==> config.mk <==
export PLATFORM = sky130hd
export DESIGN_NAME = fetch_sequencer
export DESIGN_NICKNAME = d
export VERILOG_FILES = /design/src/rtl/fetch_sequencer_pkg.sv /design/src/rtl/return_stack.sv /design/src/rtl/fetch_sequencer.sv
export SDC_FILE = /design/constraint.sdc
export NUM_CORES = 1
export LEC_CHECK = 0
export BUFFER_PORTS_ARGS = -buffer_cell sky130_fd_sc_hd__buf_2
export CORE_MARGIN = 4
export CORE_UTILIZATION = 28
export DETAILED_ROUTE_END_ITERATION = 16
export GPL_TIMING_DRIVEN = 0
export PLACE_DENSITY = 0.43
export SETUP_SLACK_MARGIN = 0.4
export SLEW_MARGIN = 30
export SYNTH_ARGS = -nofsm -noshare
export SYNTH_HDL_FRONTEND = slang
export SYNTH_SLANG_ARGS = --single-unit
==> constraint.sdc <==
create_clock -name Clock -period 3.29 [get_ports Clock]
set_clock_uncertainty 0.05 [all_clocks]
set_input_delay 0.4935 -clock Clock [delete_from_list [all_inputs] [get_ports Clock]]
set_output_delay 0.4935 -clock Clock [all_outputs]
set_load 0.01 [all_outputs]
==> src/rtl/fetch_sequencer_pkg.sv <==
// Shared definitions for the fetch sequencer: instruction field positions,
// opcode encodings and the RUN/HALT state type.
package fetch_sequencer_pkg;

  localparam int INSTR_WIDTH = 28;
  localparam int OPCODE_MSB  = 27;
  localparam int OPCODE_LSB  = 24;
  localparam int TARGET_MSB  = 23;
  localparam int TARGET_LSB  = 16;

  localparam logic [3:0] OP_NOP     = 4'h0;
  localparam logic [3:0] OP_STO     = 4'h1;
  localparam logic [3:0] OP_ADD     = 4'h2;
  localparam logic [3:0] OP_SUB     = 4'h3;
  localparam logic [3:0] OP_BLE     = 4'h4;
  localparam logic [3:0] OP_JMP     = 4'h5;
  localparam logic [3:0] OP_CALL    = 4'h6;
  localparam logic [3:0] OP_RET     = 4'h7;
  localparam logic [3:0] OP_LED     = 4'h8;
  localparam logic [3:0] OP_WVM     = 4'h9;
  localparam logic [3:0] OP_CHCOLOR = 4'hA;

  typedef enum logic {
    ST_RUN  = 1'b0,
    ST_HALT = 1'b1
  } state_t;

  // Builds an instruction word; the low 16 bits belong to the datapath.
  function automatic logic [INSTR_WIDTH-1:0] make_instr(input logic [3:0] op,
                                                       input logic [7:0] tgt);
    return {op, tgt, 16'h0000};
  endfunction

endpackage

==> src/rtl/return_stack.sv <==
// Hardware return-address LIFO: synchronous push, combinational top-of-stack,
// no wrap; full/empty guard the pointer.
module return_stack #(
  parameter  int ADDR_WIDTH  = 16,
  parameter  int STACK_DEPTH = 8,
  localparam int PW          = $clog2(STACK_DEPTH),
  localparam int DW          = PW + 1
) (
  input  logic                  Clock,
  input  logic                  Reset,
  input  logic                  iPush,
  input  logic                  iPop,
  input  logic [ADDR_WIDTH-1:0] iData,
  output logic [ADDR_WIDTH-1:0] oTop,
  output logic [DW-1:0]         oDepth,
  output logic                  oFull,
  output logic                  oEmpty
);

  logic [ADDR_WIDTH-1:0] mem [STACK_DEPTH];
  logic [DW-1:0]         ptr;

  assign oFull  = (ptr == DW'(STACK_DEPTH));
  assign oEmpty = (ptr == '0);
  assign oDepth = ptr;
  assign oTop   = mem[PW'(ptr - 1'b1)];

  // NOTE: state registers use non-blocking assignments so every flop samples
  // the pre-edge values, regardless of block evaluation order.
  always_ff @(posedge Clock or negedge Reset) begin
    if (!Reset) begin
      ptr <= '0;
    end else if (iPush && !oFull) begin
      ptr <= ptr + 1'b1;
    end else if (iPop && !oEmpty) begin
      ptr <= ptr - 1'b1;
    end
  end

  // NOTE: the storage array has no reset; only the pointer defines which
  // entries are valid, and leaving it out lets the array map to plain RAM.
  always_ff @(posedge Clock) begin
    if (iPush && !oFull) begin
      mem[ptr[PW-1:0]] <= iData;
    end
  end

endmodule

==> src/rtl/fetch_sequencer.sv <==
// Program counter and call/return sequencer: selects the next ROM address
// each enabled cycle and halts permanently on stack overflow or underflow.
module fetch_sequencer
  import fetch_sequencer_pkg::*;
#(
  parameter int ADDR_WIDTH   = 16,
  parameter int TARGET_WIDTH = 8,
  parameter int STACK_DEPTH  = 8
) (
  input  logic                         Clock,
  input  logic                         Reset,
  input  logic                         iEnable,
  input  logic [INSTR_WIDTH-1:0]       iInstruction,
  input  logic                         iBranchTaken,
  output logic [ADDR_WIDTH-1:0]        oAddress,
  output logic [$clog2(STACK_DEPTH):0] oDepth,
  output logic                         oOverflow,
  output logic                         oUnderflow,
  output logic                         oHalted
);

  state_t                  state, next_state;
  logic [ADDR_WIDTH-1:0]   pc, next_pc, pc_inc, target_ext, stack_top;
  logic [3:0]              opcode;
  logic [TARGET_WIDTH-1:0] target;
  logic                    push, pop, set_ovf, set_unf;
  logic                    full, empty;
  logic                    overflow, underflow;
  logic                    unused_fields;

  assign opcode        = iInstruction[OPCODE_MSB:OPCODE_LSB];
  assign target        = iInstruction[TARGET_LSB +: TARGET_WIDTH];
  assign target_ext    = ADDR_WIDTH'(target);
  assign pc_inc        = pc + 1'b1;
  assign unused_fields = ^iInstruction[TARGET_LSB-1:0];

  return_stack #(
    .ADDR_WIDTH (ADDR_WIDTH),
    .STACK_DEPTH(STACK_DEPTH)
  ) u_stack (
    .Clock (Clock),
    .Reset (Reset),
    .iPush (push),
    .iPop  (pop),
    .iData (pc_inc),
    .oTop  (stack_top),
    .oDepth(oDepth),
    .oFull (full),
    .oEmpty(empty)
  );

  // NOTE: every output of this block gets a default before the case, so no
  // path leaves a signal unassigned and no latch is inferred.
  always_comb begin
    next_state = state;
    next_pc    = pc;
    push       = 1'b0;
    pop        = 1'b0;
    set_ovf    = 1'b0;
    set_unf    = 1'b0;
    if (iEnable && state == ST_RUN) begin
      case (opcode)
        OP_JMP: next_pc = target_ext;
        OP_CALL: begin
          if (full) begin
            set_ovf    = 1'b1;
            next_state = ST_HALT;
          end else begin
            push    = 1'b1;
            next_pc = target_ext;
          end
        end
        OP_RET: begin
          if (empty) begin
            set_unf    = 1'b1;
            next_state = ST_HALT;
          end else begin
            pop     = 1'b1;
            next_pc = stack_top;
          end
        end
        OP_BLE:  next_pc = iBranchTaken ? target_ext : pc_inc;
        default: next_pc = pc_inc;
      endcase
    end
  end

  always_ff @(posedge Clock or negedge Reset) begin
    if (!Reset) begin
      state     <= ST_RUN;
      pc        <= '0;
      overflow  <= 1'b0;
      underflow <= 1'b0;
    end else begin
      state     <= next_state;
      pc        <= next_pc;
      overflow  <= overflow | set_ovf;
      underflow <= underflow | set_unf;
    end
  end

  assign oAddress   = pc;
  assign oOverflow  = overflow;
  assign oUnderflow = underflow;
  assign oHalted    = (state == ST_HALT);

endmodule

Word level (Yosys, flattened, before mapping):

Memory sizes are Yosys's and may differ from the RTL's.
Cells that the tools add are included.

* bits in registers: 23
* RAM bits: 128
* input bits: 32
* output and inout bits: 23
* word-level logic and storage cells: 54
* memories: 1

Memories
* u_stack.mem: words 8, bits a word 16, rd ports 1, clocked after memory_dff 0, wr ports 1, RTL line return_stack.sv:20 `logic [ADDR_WIDTH-1:0] mem [STACK_DEPTH];`

* $add $sub $neg: 3
* eq/ne operators: 9
* multiplexer cells: 23
* bitwise gates (word level): 3
* reduce and logical (&&, ||, !) cells: 10

Operators by type and width (count)
* one-hot mux 16 bit (4 select lines): 1
* 2-to-1 mux 16 bit: 3
* adder 16 x 1 -> 16 bit (second input constant): 1
* == test 4 x 3 -> 1 bit (second input constant): 4
* 2-to-1 mux 1 bit: 16
* 2-to-1 mux 4 bit: 2
* adder 4 x 1 -> 4 bit (second input constant): 1
* == test 4 bit (second input constant): 1
* zero test 4 bit: 1
* != test 2 x 1 -> 1 bit (second input constant): 2
* != test 2 bit (second input constant): 2
* AND reduction 4 bit: 1
* nonzero test 2 bit: 2
* subtractor 4 x 1 -> 4 bit (second input constant): 1
* logical AND 1 bit: 3
* AND reduction 3 bit: 1
* zero test 1 bit: 2
* bitwise OR 1 bit: 2
* one-hot mux 1 bit (2 select lines): 1
* NOT 1 bit: 1

Depth between registers and ports, before layout:

Gate-level depths: netlist (run 1).

* depth after elaboration: 7
* mapped depth: 12

By module:

From an unflattened synthesis (run 1), not the netlist that was laid out.

* cells, all modules: 407
* area total of the unflattened synthesis: 6672.6 µm²

Modules (own cells, without submodules)
* return_stack: times used 1, cells each 241, area an instance 5262.5 µm²
* fetch_sequencer: times used 1, cells each 166, area an instance 1410.1 µm²

Worst setup path after synthesis (run 1):

OpenSTA, ideal clock, no wires.

* path type: flip-flop to flip-flop
* from: register u_stack.ptr[0], in the netlist u_stack.oDepth[0]
* to: memory u_stack.mem[0][0], enable pin
* setup time: 0.409 ns
* arrival time: 2.673 ns
* required time: 2.831 ns
* setup slack: 0.157 ns
* stages on the path, launching flop included: 9
* period minus slack after synthesis: 3.133 ns
* path through: dfrtp_1 -> buf_6 -> buf_6 -> buf_2 -> inv_1 -> ha_1 -> a21oi_1 -> nand2_1 -> nor3_1

* longest elaborated chain between the ends: 7

Ends and longest elaborated chain
* from (decl): RTL line return_stack.sv:21 `logic [DW-1:0] ptr;`
* from (signal assigned): RTL line return_stack.sv:34 `ptr <= ptr + 1'b1;`
* from (signal assigned): RTL line return_stack.sv:36 `ptr <= ptr - 1'b1;`
* == test 4 bit: RTL line return_stack.sv:23 `assign oFull = (ptr == DW'(STACK_DEPTH));`
* 2-to-1 mux 1 bit: RTL line fetch_sequencer.sv:65 `if (full) begin`
* 2-to-1 mux 1 bit: RTL line fetch_sequencer.sv:62 `case (opcode)`
* 2-to-1 mux 1 bit: RTL line fetch_sequencer.sv:61 `if (iEnable && state == ST_RUN) begin`
* logical AND 1 bit: RTL line return_stack.sv:43 `if (iPush && !oFull) begin`
* 2-to-1 mux 1 bit: RTL line return_stack.sv:43
* 2-to-1 mux 1 bit (implied by the code): RTL line return_stack.sv:44 `mem[ptr[PW-1:0]] <= iData;`
* to (decl): RTL line return_stack.sv:20

Parallel ways exist; a longest one is shown, timed or not.

Final worst setup path (run 1):

* from: register u_stack.ptr[0], in the netlist u_stack.oDepth[0]
* to: register pc[6], in the netlist oAddress[6]

* longest elaborated chain between the ends: 4

Ends and longest elaborated chain
* subtractor 4 x 1 -> 4 bit: RTL line return_stack.sv:26 `assign oTop = mem[PW'(ptr - 1'b1)];`
* memory read (8 x 16 bit)
* 2-to-1 mux 16 bit: RTL line fetch_sequencer.sv:74 `if (empty) begin`
* one-hot mux 16 bit (4 select lines): RTL line fetch_sequencer.sv:62
* to (signal assigned): RTL line fetch_sequencer.sv:96 `pc <= next_pc;`
* to (decl): RTL line fetch_sequencer.sv:23 `logic [ADDR_WIDTH-1:0] pc, next_pc, pc_inc, target_ext, stack_top;`

Parallel ways exist; a longest one is shown, timed or not. The select of a mux whose other input is x is not followed.
A chain may end at the register's enable or synchronous reset.

==> metrics.txt, run 1 <==
# TYPE chip_impl_metric gauge
chip_impl_info{name="outcome",value="finished, final reports clean"} 1
chip_impl_info{name="critical_path.top_delay_family",value="buffers and inverters"} 1
chip_impl_metric{name="power_per_cell_area",unit="mW/mm²"} 882
chip_impl_metric{name="vdd_drop_max",unit="mV"} 0.282
chip_impl_metric{name="final_worst_setup_slack",unit="ps"} 538
chip_impl_metric{name="power_frac_clock",unit=""} 0.283
chip_impl_metric{name="syn_nets",unit=""} 434
chip_impl_info{name="cell_with_the_most_instances_on_the_worst_path",value="buf_12"} 1
chip_impl_metric{name="report.power.total",unit="mW"} 7.15
chip_impl_metric{name="required",unit="ps"} 3520
chip_impl_metric{name="place_worst_setup_slack",unit="ps"} -386
chip_impl_metric{name="finalWeightedCongestion",unit=""} 0.747
chip_impl_metric{name="post_dp_hpwl",unit="mm"} 11.8
chip_impl_metric{name="groute.usage.overall",unit=""} 0.132
chip_impl_metric{name="mappedNetlistArea",unit="mm²"} 0.00654
chip_impl_metric{name="number_of_max_cap_violations",unit=""} 0
chip_impl_metric{name="worst-r2r-cell-count",unit=""} 11
chip_impl_metric{name="grt_antenna_before_repair",unit=""} 0
chip_impl_metric{name="switching_share",unit=""} 0.319
chip_impl_metric{name="synthCells",unit=""} 398
chip_impl_metric{name="ant_nets",unit=""} 0
chip_impl_metric{name="drt_pre_antenna_iters",unit=""} 4
chip_impl_metric{name="clockBufferDepth",unit=""} 2
chip_impl_metric{name="syn_to_final_growth",unit="%"} 23.8
chip_impl_info{name="worst-setup-path-type",value="reg2reg"} 1
chip_impl_metric{name="clkSinkCount",unit=""} 151
chip_impl_metric{name="timing.final.hold_violations",unit=""} 0
chip_impl_metric{name="cp.depth",unit=""} 11
chip_impl_metric{name="fmax",unit="MHz"} 363
chip_impl_metric{name="clock_transition_at_the_registers_of_the_reported_paths",unit="ps"} 60
chip_impl_metric{name="grt_pass1_wl",unit="mm"} 24.9
chip_impl_metric{name="timing.final.crit_share",unit=""} 0.837
chip_impl_metric{name="route.detailed.drc",unit=""} 0
chip_impl_metric{name="globalRouteOverflowTotal",unit=""} 0
chip_impl_metric{name="worstPathMaxFanout",unit=""} 10
chip_impl_metric{name="critical_path.n_buffers_inverters",unit=""} 6
chip_impl_metric{name="cts.htree.levels",unit=""} 4
chip_impl_metric{name="chipHeight",unit="µm"} 161
chip_impl_metric{name="design.final.nets",unit=""} 507
chip_impl_info{name="synth_top_flop_cell",value="edfxtp_1"} 1
chip_impl_info{name="crit_path_capture_type",value="register"} 1
chip_impl_info{name="crit_end",value="oAddress[6]"} 1
chip_impl_info{name="crit-reg2reg-launch",value="u_stack.oDepth[0]"} 1
chip_impl_metric{name="numPortBuffers",unit=""} 37
chip_impl_metric{name="yosys_warnings",unit=""} 0
chip_impl_metric{name="internal_power",unit="mW"} 4.87
chip_impl_metric{name="die_width",unit="µm"} 161
chip_impl_metric{name="grt_max_degree",unit=""} 24
chip_impl_metric{name="finalSetupViolations",unit=""} 0
chip_impl_metric{name="worstPathArrival",unit="ps"} 2980
chip_impl_metric{name="critPathMaxStageDelay",unit="ps"} 400
chip_impl_info{name="worstHoldPathType",value="in2async"} 1
chip_impl_metric{name="final_setup_tns",unit="ps"} 0
chip_impl_metric{name="num_antenna_cells",unit=""} 0
chip_impl_metric{name="start_util",unit=""} 0.287
chip_impl_metric{name="seq_area_frac_synth",unit=""} 0.676
chip_impl_metric{name="max_slew_headroom_at_the_worst_pin",unit=""} 0.472
chip_impl_metric{name="worst_skew_pair.late_latency",unit="ps"} 410
chip_impl_metric{name="layout-drive-gt1-share",unit=""} 0.300
chip_impl_info{name="root_buffer",value="clkbuf_16"} 1
chip_impl_info{name="timing.critical_path.from_type",value="register"} 1
chip_impl_metric{name="flop_and_latch_count_out_of_synthesis",unit=""} 151
chip_impl_info{name="r2r-end",value="oAddress[6]"} 1
chip_impl_metric{name="setup.reg_to_reg.worst_slack",unit="ps"} 540
chip_impl_metric{name="ys_types",unit=""} 47
chip_impl_metric{name="comb_power_share",unit=""} 0.350
chip_impl_metric{name="postSynth.asyncResetShare",unit=""} 0.152
chip_impl_info{name="cp-startpoint",value="u_stack.oDepth[0]"} 1
chip_impl_metric{name="floorplan.core_area",unit="mm²"} 0.0228
chip_impl_metric{name="die_area",unit="mm²"} 0.0259
chip_impl_metric{name="count_of_flip_flops_with_a_built_in_enable_after_synthesis",unit=""} 128
chip_impl_metric{name="fp-row-count",unit=""} 55
chip_impl_metric{name="leakagePower",unit="nW"} 2.85
chip_impl_metric{name="mean_cell_area_of_the_mapped_netlist",unit="µm²"} 16.4
chip_impl_info{name="critical_path.cell_chain",value="buf_12 -> buf_12 -> buf_12 -> clkinvlp_4 -> ha_1 -> buf_6 -> buf_12 -> mux4_1 -> mux2_2 -> a222oi_1 -> o21ai_0"} 1
chip_impl_metric{name="design.portCount",unit=""} 55
chip_impl_metric{name="wire_per_inst",unit="µm"} 21.0
chip_impl_metric{name="drt_iter0_markers",unit=""} 310
chip_impl_info{name="tritoncts",value="done"} 1
chip_impl_metric{name="maxSlewViolCount",unit=""} 0
chip_impl_info{name="rsz0062_at_grt",value="no"} 1
chip_impl_metric{name="cts_made_buffers",unit=""} 17
chip_impl_metric{name="timing.final.crit_period",unit="ps"} 2750
chip_impl_metric{name="first_global_vias",unit=""} 3928
chip_impl_metric{name="avgViaCountPerCell",unit=""} 4.74
chip_impl_info{name="critical_path.slowest_cell",value="dfrtp_1"} 1
chip_impl_metric{name="route.vias.total",unit=""} 3780
chip_impl_metric{name="net-switching-power",unit="mW"} 2.28
chip_impl_metric{name="wl",unit="mm"} 16.7
chip_impl_metric{name="slew_at_the_pin_with_the_worst_max_slew_slack",unit="ps"} 787
chip_impl_metric{name="seq_power_share",unit=""} 0.367
## power by group through the flow
stage | logic [mW] | registers, mW | clock network (mW)
after floorplan | 1.52 | 2.65 | 0
after CTS | 2.48 | 2.62 | 2.07
after global placement | 2.23 | 2.66 | 0
after global routing | 2.70 | 2.64 | 2.16
final | 2.50 | 2.62 | 2.02
after detailed placement | 2.31 | 2.66 | 0
## kinds of logic after synthesis
logic type,synth area share
DFF,0.676
and+or+nand+nor,0.0656
AOI/OAI and AO/OA,0.0643
muxes,0.138
buffers and inverters,0.0201
xor gates and xnor gates,0.0283
adders and majority gates,0.00765
## sequential cells by signal (all words and copies together) (netlist names)
name,count
oUnderflow,1
u_stack.mem,128
oHalted,1
u_stack.oDepth,4
oOverflow,1
oAddress,16
## Yosys cell counts, types with 2 or more instances
cell | count | area share
o21ai_0 | 20 | 0.015
a31o_2 | 3 | 0.0040
inv_1 | 7 | 0.0040
nand3_1 | 8 | 0.0061
and2_1 | 3 | 0.0029
nor3_1 | 7 | 0.0054
o311ai_0 | 2 | 0.0027
a21oi_1 | 7 | 0.0054
nor2b_1 | 5 | 0.0048
mux4_1 | 7 | 0.028
o211ai_1 | 4 | 0.0046
nor2_1 | 26 | 0.015
nand2b_1 | 3 | 0.0029
mux2i_1 | 9 | 0.014
a221oi_1 | 2 | 0.0027
xor2_1 | 5 | 0.0067
mux2_2 | 6 | 0.010
a211o_1 | 3 | 0.0040
nand2_1 | 26 | 0.015
nand4_1 | 3 | 0.0029
buf_6 | 2 | 0.0034
buf_2 | 12 | 0.0092
dfrtp_1 | 23 | 0.088
clkbuf_1 | 4 | 0.0023
xnor2_1 | 13 | 0.017
a21o_1 | 4 | 0.0046
nor4_1 | 3 | 0.0029
ha_1 | 4 | 0.0077
and3_1 | 2 | 0.0019
mux4_2 | 25 | 0.086
a31oi_1 | 4 | 0.0038
a32oi_1 | 2 | 0.0027
edfxtp_1 | 128 | 0.59
a222oi_1 | 3 | 0.0046
## area by class of cell
type | instances | area, µm²
multi-input combinational | 221 | 2050
timing repair buffer | 54 | 412
inverter | 7 | 30.0
tap | 313 | 392
fill | 2183 | 14700
buffer | 19 | 175
sequential | 151 | 4420
clock inverter | 11 | 175
clock buffer | 21 | 440
## per-layer routing
layer  vias up  track usage  wire [µm]  share of wire
met3        11       0.0334        725          0.043
met5         -            0          0              0
met4         0       0.0403        204          0.012
li1       1732            -          -              -
met2        72        0.215       8270           0.49
met1      1965        0.173       7530           0.45
## layout by cell type, fill, tap and decap left out, types with 4 or more instances in the layout
cell	n
mux4_1	7
buf_4	11
buf_12	4
mux4_2	25
o211ai_1	4
nor2b_1	5
o21ai_0	18
edfxtp_1	128
clkbuf_1	7
mux2_2	6
buf_16	4
a21o_1	4
buf_2	45
nand3_1	8
nor2_1	20
xnor2_1	13
inv_1	6
xor2_1	5
clkbuf_16	17
mux2i_1	8
a21oi_1	7
nor2_4	6
dfrtp_1	23
bufinv_16	4
nor3_1	5
nand2_1	26
ha_1	4
a31oi_1	4
## what timing repair did
item                                    in CTS  in global routing
hold buffers                                 0                  0
pin swaps                                    1                  1
endpoints found under the setup margin      67                 16
setup buffers                                4                  4
gates resized for setup                     16                  6
## worst register-to-register path: stages, from the launching register on
cell        delay (ps)
dfrtp_1            400
buf_12             170
buf_12             170
buf_12             160
clkinvlp_4         120
ha_1               310
buf_6              160
buf_12             160
mux4_1             270
mux2_2             280
a222oi_1           260
o21ai_0            120
## stage by stage
stage / instances / cell area (µm²) / hold WS (ps) / utilization
floorplan: 398 / 6550 / 148 / -
global placement: 748 / 7120 / 401 / 0.313
detailed placement: 757 / 7340 / 404 / 0.322
CTS: 793 / 8050 / 34.5 / 0.353
global route: 797 / 8100 / 60.3 / 0.356
finish: 797 / 8100 / 25.4 / 0.356
## worst min-delay path by stage
stage	start	to	slack [ps]	depth (start not counted)
2_1_floorplan	Reset	oAddress[0]	150	0
4_1_cts	Reset	u_stack.oDepth[2]	30	1
3_5_place_dp	oOverflow	oOverflow	400	1
6_report	Reset	oAddress[1]	30	1
5_1_grt	Reset	oAddress[1]	60	1
3_3_place_gp	oOverflow	oOverflow	400	1
Note: power is estimated with default switching activity, not from simulation.
==> inputs of run 2 (changes only) <==
--- a/config.mk
+++ b/config.mk
@@ -10,7 +10,7 @@
 export CORE_UTILIZATION = 28
 export DETAILED_ROUTE_END_ITERATION = 16
 export GPL_TIMING_DRIVEN = 0
-export PLACE_DENSITY = 0.43
+export PLACE_DENSITY = 0.41
 export SETUP_SLACK_MARGIN = 0.4
 export SLEW_MARGIN = 30
 export SYNTH_ARGS = -nofsm -noshare
==> constraint.sdc (replaced) <==
create_clock -name Clock -period 2.7 [get_ports Clock]
set_clock_uncertainty 0.05 [all_clocks]
set_input_delay 0.405 -clock Clock [delete_from_list [all_inputs] [get_ports Clock]]
set_output_delay 0.405 -clock Clock [all_outputs]
set_load 0.01 [all_outputs]
==> metrics.txt, run 2 (same netlist as run 1, synthesis figures left out) <==
# TYPE chip_impl_metric gauge
chip_impl_metric{name="worstPathMaxFanout",unit=""} 7
chip_impl_info{name="hold_path.startpoint",value="iEnable"} 1
chip_impl_metric{name="numPortBuffers",unit=""} 37
chip_impl_metric{name="vdd_drop_max",unit="mV"} 0.446
chip_impl_metric{name="required",unit="ps"} 2950
chip_impl_metric{name="floorplan.core_area",unit="mm²"} 0.0228
chip_impl_metric{name="report.power.total",unit="mW"} 9.50
chip_impl_metric{name="post_dp_hpwl",unit="mm"} 12.2
chip_impl_metric{name="worstPathArrival",unit="ps"} 2670
chip_impl_metric{name="grtUsageMet1",unit=""} 0.191
chip_impl_metric{name="postLayoutCellArea",unit="mm²"} 0.00861
chip_impl_metric{name="grt_max_degree",unit=""} 24
chip_impl_metric{name="switching_share",unit=""} 0.325
chip_impl_metric{name="internal_power",unit="mW"} 6.41
chip_impl_metric{name="clockBufferDepth",unit=""} 2
chip_impl_metric{name="fmax",unit="MHz"} 414
chip_impl_metric{name="number_of_max_cap_violations",unit=""} 0
chip_impl_metric{name="grt_pass1_wl",unit="mm"} 27.0
chip_impl_metric{name="cts.htree.levels",unit=""} 4
chip_impl_metric{name="groute.usage.overall",unit=""} 0.143
chip_impl_metric{name="seq_power_share",unit=""} 0.339
chip_impl_info{name="min_to",value="oHalted"} 1
chip_impl_metric{name="clock_transition_at_the_registers_of_the_reported_paths",unit="ps"} 60
chip_impl_info{name="worst-setup-path-type",value="reg2reg"} 1
chip_impl_metric{name="cts_made_buffers",unit=""} 17
chip_impl_metric{name="finalWeightedCongestion",unit=""} 0.739
chip_impl_info{name="critical_path.cell_chain",value="buf_12 -> buf_12 -> buf_12 -> inv_8 -> ha_4 -> buf_12 -> buf_8 -> mux4_2 -> mux2_4 -> a222oi_1 -> o21ai_1"} 1
chip_impl_metric{name="first_global_vias",unit=""} 4122
chip_impl_metric{name="layout-drive-gt1-share",unit=""} 0.376
chip_impl_metric{name="timing.final.crit_period",unit="ps"} 2420
chip_impl_info{name="root_buffer",value="clkbuf_16"} 1
chip_impl_metric{name="fp-row-count",unit=""} 55
chip_impl_metric{name="leakagePower",unit="nW"} 3.09
chip_impl_info{name="crit_path_capture_type",value="register"} 1
chip_impl_info{name="tritoncts",value="done"} 1
chip_impl_metric{name="die_width",unit="µm"} 161
chip_impl_metric{name="drt_iter0_markers",unit=""} 265
chip_impl_metric{name="ant_nets",unit=""} 0
chip_impl_metric{name="route.detailed.drc",unit=""} 0
chip_impl_metric{name="comb_power_share",unit=""} 0.409
chip_impl_metric{name="grt_antenna_before_repair",unit=""} 0
chip_impl_info{name="rsz0062_at_grt",value="yes"} 1
chip_impl_metric{name="timing.final.crit_share",unit=""} 0.896
chip_impl_metric{name="global_route.usage.met2",unit=""} 0.237
chip_impl_info{name="worstHoldPathType",value="in2reg"} 1
chip_impl_metric{name="worst_skew_pair.late_latency",unit="ps"} 420
chip_impl_info{name="layout_commonest_cell",value="edfxtp_1"} 1
chip_impl_metric{name="design.final.nets",unit=""} 526
chip_impl_metric{name="critPathMaxStageDelay",unit="ps"} 420
chip_impl_metric{name="syn_to_final_growth",unit="%"} 31.6
chip_impl_info{name="timing.critical_path.from_type",value="register"} 1
chip_impl_metric{name="die_area",unit="mm²"} 0.0259
chip_impl_metric{name="setup.reg_to_reg.worst_slack",unit="ps"} 280
chip_impl_metric{name="fin_util",unit=""} 0.378
chip_impl_metric{name="power_per_cell_area",unit="mW/mm²"} 1100
chip_impl_metric{name="largest_register_ff_count",unit=""} 128
chip_impl_metric{name="design.portCount",unit=""} 55
chip_impl_metric{name="net-switching-power",unit="mW"} 3.09
chip_impl_metric{name="clkSinkCount",unit=""} 151
chip_impl_metric{name="avgViaCountPerCell",unit=""} 4.81
chip_impl_metric{name="power_frac_clock",unit=""} 0.252
chip_impl_metric{name="drt_pre_antenna_iters",unit=""} 4
chip_impl_info{name="critical_path.slowest_cell",value="dfrtp_1"} 1
chip_impl_metric{name="chipHeight",unit="µm"} 161
chip_impl_metric{name="wl",unit="mm"} 18.0
chip_impl_metric{name="grt_util_met3",unit=""} 0.0300
chip_impl_metric{name="max_slew_headroom_at_the_worst_pin",unit=""} 0.462
chip_impl_metric{name="route.vias.total",unit=""} 3919
chip_impl_metric{name="globalRouteOverflowTotal",unit=""} 0
chip_impl_metric{name="placement.cell_area",unit="mm²"} 0.00747
chip_impl_metric{name="finalSetupViolations",unit=""} 0
chip_impl_metric{name="wire_per_inst",unit="µm"} 22.1
chip_impl_info{name="cell_with_the_most_instances_on_the_worst_path",value="buf_12"} 1
chip_impl_metric{name="num_antenna_cells",unit=""} 0
chip_impl_info{name="r2r-end",value="oAddress[2]"} 1
chip_impl_metric{name="slew_at_the_pin_with_the_worst_max_slew_slack",unit="ps"} 804
chip_impl_info{name="outcome",value="finished, final reports clean"} 1
chip_impl_metric{name="min_path_cells",unit=""} 2
chip_impl_info{name="crit-reg2reg-launch",value="u_stack.oDepth[0]"} 1
chip_impl_metric{name="worst-r2r-cell-count",unit=""} 11
chip_impl_info{name="busiest_layer",value="met2"} 1
chip_impl_info{name="final_cell_mix",value="edfxtp_1, buf_2, mux4_2"} 1
chip_impl_metric{name="start_util",unit=""} 0.287
chip_impl_metric{name="maxSlewViolCount",unit=""} 0
chip_impl_metric{name="timing.final.hold_violations",unit=""} 0
==> run 2: cell type report <==
class	instances	area, µm²
clock inverters	12	153
repair buffers	73	662
inverters	7	33.8
plain buffers	19	235
multi-input cells	221	2280
fillers	2143	14200
flip-flops and latches	151	4420
clock buffers	19	433
well taps	313	392
==> run 2: timing repair <==
| item | CTS | global route |
|---|---|---|
| buffers inserted | 19 | 6 |
| gates cloned | 2 | 0 |
| setup endpoints to repair | 195 | 127 |
| endpoints found under the hold margin | 23 | 0 |
| gates resized for setup | 37 | 23 |
| hold buffers | 1 | 0 |
| pin swaps | 11 | 9 |
==> run 2: stage by stage <==
stage,instances,setup TNS [ps],setup slack (ps),hold slack [ps]
final,815,0,282,156
after global routing,815,0,175,155
after CTS,809,0,283,134
after detailed placement,756,-4690,-259,395
after global placement,748,-105220,-1150,398
after floorplan,398,0,224,59.4
==> run 2: worst max-delay path by stage <==
stage	start	end	cells after the start
after floorplan	u_stack.oDepth[0]	u_stack.mem[1][0]	8
after global placement	iEnable	u_stack.mem[2][10]	5
after detailed placement	iEnable	u_stack.mem[0][10]	6
after CTS	u_stack.oDepth[0]	oAddress[2]	11
after global routing	u_stack.oDepth[0]	oAddress[4]	10
final	u_stack.oDepth[0]	oAddress[2]	11
==> run 2: per-layer routing <==
layer,vias up,part of all wire
li1,1767,-
met1,2058,0.46
met2,83,0.50
met3,11,0.036
met4,0,0.0090
met5,-,0
==> run 2: critical path, delay by kind of cell, from the launching register on <==
family	cells	cell delay (ps)
DFF	1	420
muxes	2	570
AOI/OAI and AO/OA	2	360
adders and majority gates	1	190
buffers and inverters	6	700
==> run 2: power groups by stage <==
stage | clock network [mW] | registers (mW) | logic (mW)
after floorplan | 0 | 3.23 | 2.07
after global placement | 0 | 3.24 | 2.96
after detailed placement | 0 | 3.24 | 3.07
after CTS | 2.44 | 3.21 | 3.72
after global routing | 2.54 | 3.25 | 4.16
final | 2.39 | 3.22 | 3.89
==> inputs of run 3 (changes only) <==
--- a/config.mk
+++ b/config.mk
@@ -10,6 +10,7 @@
 export CORE_UTILIZATION = 28
 export DETAILED_ROUTE_END_ITERATION = 16
 export GPL_TIMING_DRIVEN = 0
+export MAX_ROUTING_LAYER = met4
 export PLACE_DENSITY = 0.41
 export SETUP_SLACK_MARGIN = 0.4
 export SLEW_MARGIN = 30
==> constraint.sdc (replaced) <==
create_clock -name Clock -period 2.7 [get_ports Clock]
set_clock_uncertainty 0.05 [all_clocks]
set_input_delay 0.81 -clock Clock [delete_from_list [all_inputs] [get_ports Clock]]
set_output_delay 0.81 -clock Clock [all_outputs]
set_load 0.01 [all_outputs]
==> metrics.txt, run 3 (same netlist as run 1, synthesis figures left out) <==
# TYPE chip_impl_metric gauge
chip_impl_metric{name="ant_nets",unit=""} 0
chip_impl_metric{name="leakagePower",unit="nW"} 3.08
chip_impl_metric{name="detailroute.wirelength.met3",unit="µm"} 718
chip_impl_info{name="tritoncts",value="done"} 1
chip_impl_metric{name="drt_pre_antenna_iters",unit=""} 6
chip_impl_info{name="final_cell_mix",value="edfxtp_1, buf_2, mux4_2, buf_4, nand2_1"} 1
chip_impl_metric{name="wl",unit="mm"} 17.8
chip_impl_info{name="worst-setup-path-type",value="reg2reg"} 1
chip_impl_metric{name="grt_antenna_before_repair",unit=""} 0
chip_impl_metric{name="fmax",unit="MHz"} 397
chip_impl_info{name="crit_path_capture_type",value="register"} 1
chip_impl_metric{name="cts.htree.levels",unit=""} 4
chip_impl_metric{name="finalSetupViolations",unit=""} 0
chip_impl_metric{name="required",unit="ps"} 2930
chip_impl_metric{name="groute.usage.overall",unit=""} 0.147
chip_impl_metric{name="worst_skew_pair.late_latency",unit="ps"} 420
chip_impl_info{name="outcome",value="finished, final reports clean"} 1
chip_impl_metric{name="layout-drive-gt1-share",unit=""} 0.386
chip_impl_info{name="root_buffer",value="clkbuf_16"} 1
chip_impl_metric{name="die_width",unit="µm"} 161
chip_impl_metric{name="floorplan.core_area",unit="mm²"} 0.0228
chip_impl_info{name="rsz0062_at_grt",value="yes"} 1
chip_impl_metric{name="globalRouteOverflowTotal",unit=""} 0
chip_impl_info{name="worstHoldPathType",value="in2async"} 1
chip_impl_info{name="top_layer_used",value="met4"} 1
chip_impl_info{name="layout_commonest_cell",value="edfxtp_1"} 1
chip_impl_metric{name="cts_made_buffers",unit=""} 17
chip_impl_metric{name="met1_length",unit="mm"} 8.19
chip_impl_metric{name="clkSinkCount",unit=""} 151
chip_impl_metric{name="finish.cell_count_without_fillers",unit=""} 824
chip_impl_metric{name="start_util",unit=""} 0.287
chip_impl_metric{name="setup.reg_to_reg.worst_slack",unit="ps"} 180
chip_impl_metric{name="grt_max_degree",unit=""} 24
chip_impl_info{name="crit-reg2reg-launch",value="u_stack.oDepth[0]"} 1
chip_impl_metric{name="chipHeight",unit="µm"} 161
chip_impl_metric{name="route.detailed.drc",unit=""} 0
chip_impl_metric{name="clockBufferDepth",unit=""} 2
chip_impl_metric{name="number_of_max_cap_violations",unit=""} 0
chip_impl_metric{name="route.vias.total",unit=""} 3879
chip_impl_metric{name="post_dp_hpwl",unit="mm"} 11.1
chip_impl_metric{name="wire_per_inst",unit="µm"} 21.6
chip_impl_metric{name="timing.final.crit_share",unit=""} 0.933
chip_impl_metric{name="slew_at_the_pin_with_the_worst_max_slew_slack",unit="ps"} 782
chip_impl_info{name="timing.critical_path.from_type",value="register"} 1
chip_impl_metric{name="power_per_cell_area",unit="mW/mm²"} 1110
chip_impl_metric{name="drt_iter0_markers",unit=""} 320
chip_impl_metric{name="largest_register_ff_count",unit=""} 128
chip_impl_metric{name="timing.final.hold_violations",unit=""} 0
chip_impl_metric{name="die_area",unit="mm²"} 0.0259
chip_impl_metric{name="worstPathMaxFanout",unit=""} 10
chip_impl_metric{name="vdd_drop_max",unit="mV"} 0.323
chip_impl_metric{name="met2_wirelength",unit="mm"} 8.68
chip_impl_metric{name="grt_pass1_wl",unit="mm"} 26.9
chip_impl_metric{name="num_antenna_cells",unit=""} 0
chip_impl_metric{name="worstPathArrival",unit="ps"} 2750
chip_impl_info{name="cp-startpoint",value="u_stack.oDepth[0]"} 1
chip_impl_metric{name="dp.cells",unit=""} 751
chip_impl_metric{name="clock_transition_at_the_registers_of_the_reported_paths",unit="ps"} 60
chip_impl_metric{name="first_global_vias",unit=""} 4084
chip_impl_metric{name="worst-r2r-cell-count",unit=""} 13
chip_impl_metric{name="maxSlewViolCount",unit=""} 0
chip_impl_metric{name="finalWeightedCongestion",unit=""} 0.753
chip_impl_metric{name="max_slew_headroom_at_the_worst_pin",unit=""} 0.477
chip_impl_metric{name="design.final.nets",unit=""} 534
chip_impl_metric{name="timing.final.crit_period",unit="ps"} 2520
chip_impl_metric{name="design.portCount",unit=""} 55
chip_impl_metric{name="avgViaCountPerCell",unit=""} 4.71
chip_impl_metric{name="syn_to_final_growth",unit="%"} 31.3
chip_impl_metric{name="numPortBuffers",unit=""} 37
chip_impl_metric{name="final_worst_setup_slack",unit="ps"} 182
chip_impl_metric{name="fp-row-count",unit=""} 55
chip_impl_metric{name="place_worst_setup_slack",unit="ps"} -362
## run 3: cell types whose count changed in the layout (fill, tap and decap cells not counted), moves of 3 or more
cell and change:
buf_16 -7, buf_4 +6, buf_12 +6, buf_8 +3, clkinvlp_4 +4
## run 3: critical path, stage by stage (launching register included)
cell and delay (ps):
dfrtp_1 400, buf_12 140, buf_12 120, buf_12 120
clkinvlp_4 90, ha_4 210, buf_12 130, buf_12 130
buf_12 120, buf_12 140, buf_4 130, mux4_2 280
mux2i_2 210, o211ai_1 110
## run 3: worst paths after layout
check	endpoint
max	oAddress[11]
min	oHalted
max reg2reg	oAddress[11]
min reg2reg	oUnderflow
max in group asynchronous	oAddress[11]
min in group Clock	oUnderflow
## run 3: what timing repair did
item                       4_1_cts  5_1_grt
gates resized for setup         31       19
cloned                           1        0
setup endpoints to repair      195       92
hold buffers                     0        0
pin swaps                       16        8
setup buffers                   34        6
## run 3: stage by stage
stage	hold slack [ps]	setup TNS (ps)	utilization	cell area (µm²)	total power, mW
finish	359	0	0.377	8580	9.51
floorplan	462	0	-	6720	5.33
CTS	361	0	0.371	8460	9.38
global placement	401	-26200	0.320	7290	6.25
global route	394	0	0.377	8580	10.0
detailed placement	419	-18320	0.322	7330	6.28
## run 3: cell type report
| class | count | area [µm²] |
|---|---|---|
| clock buffer | 21 | 440 |
| clock inverter | 11 | 150 |
| buffer | 19 | 224 |
| tap | 313 | 392 |
| timing repair buffer | 81 | 689 |
| multi-input combinational | 221 | 2240 |
| sequential | 151 | 4420 |
| fill | 2109 | 14200 |
| inverter | 7 | 30.0 |
## run 3: where the power goes
group          leakage [nW]  total (mW)  internal [mW]  switching [mW]
Sequential             1.46        3.21           2.98           0.231
Combinational          1.35        3.91           2.02            1.90
Clock                 0.270        2.39           1.46           0.932
## run 3: layer usage
| metal | up-vias | GRT usage |
|---|---|---|
| met5 | - | - |
| met2 | 104 | 0.228 |
| met4 | 0 | 0.0419 |
| met1 | 1984 | 0.195 |
| li1 | 1775 | - |
| met3 | 16 | 0.0326 |
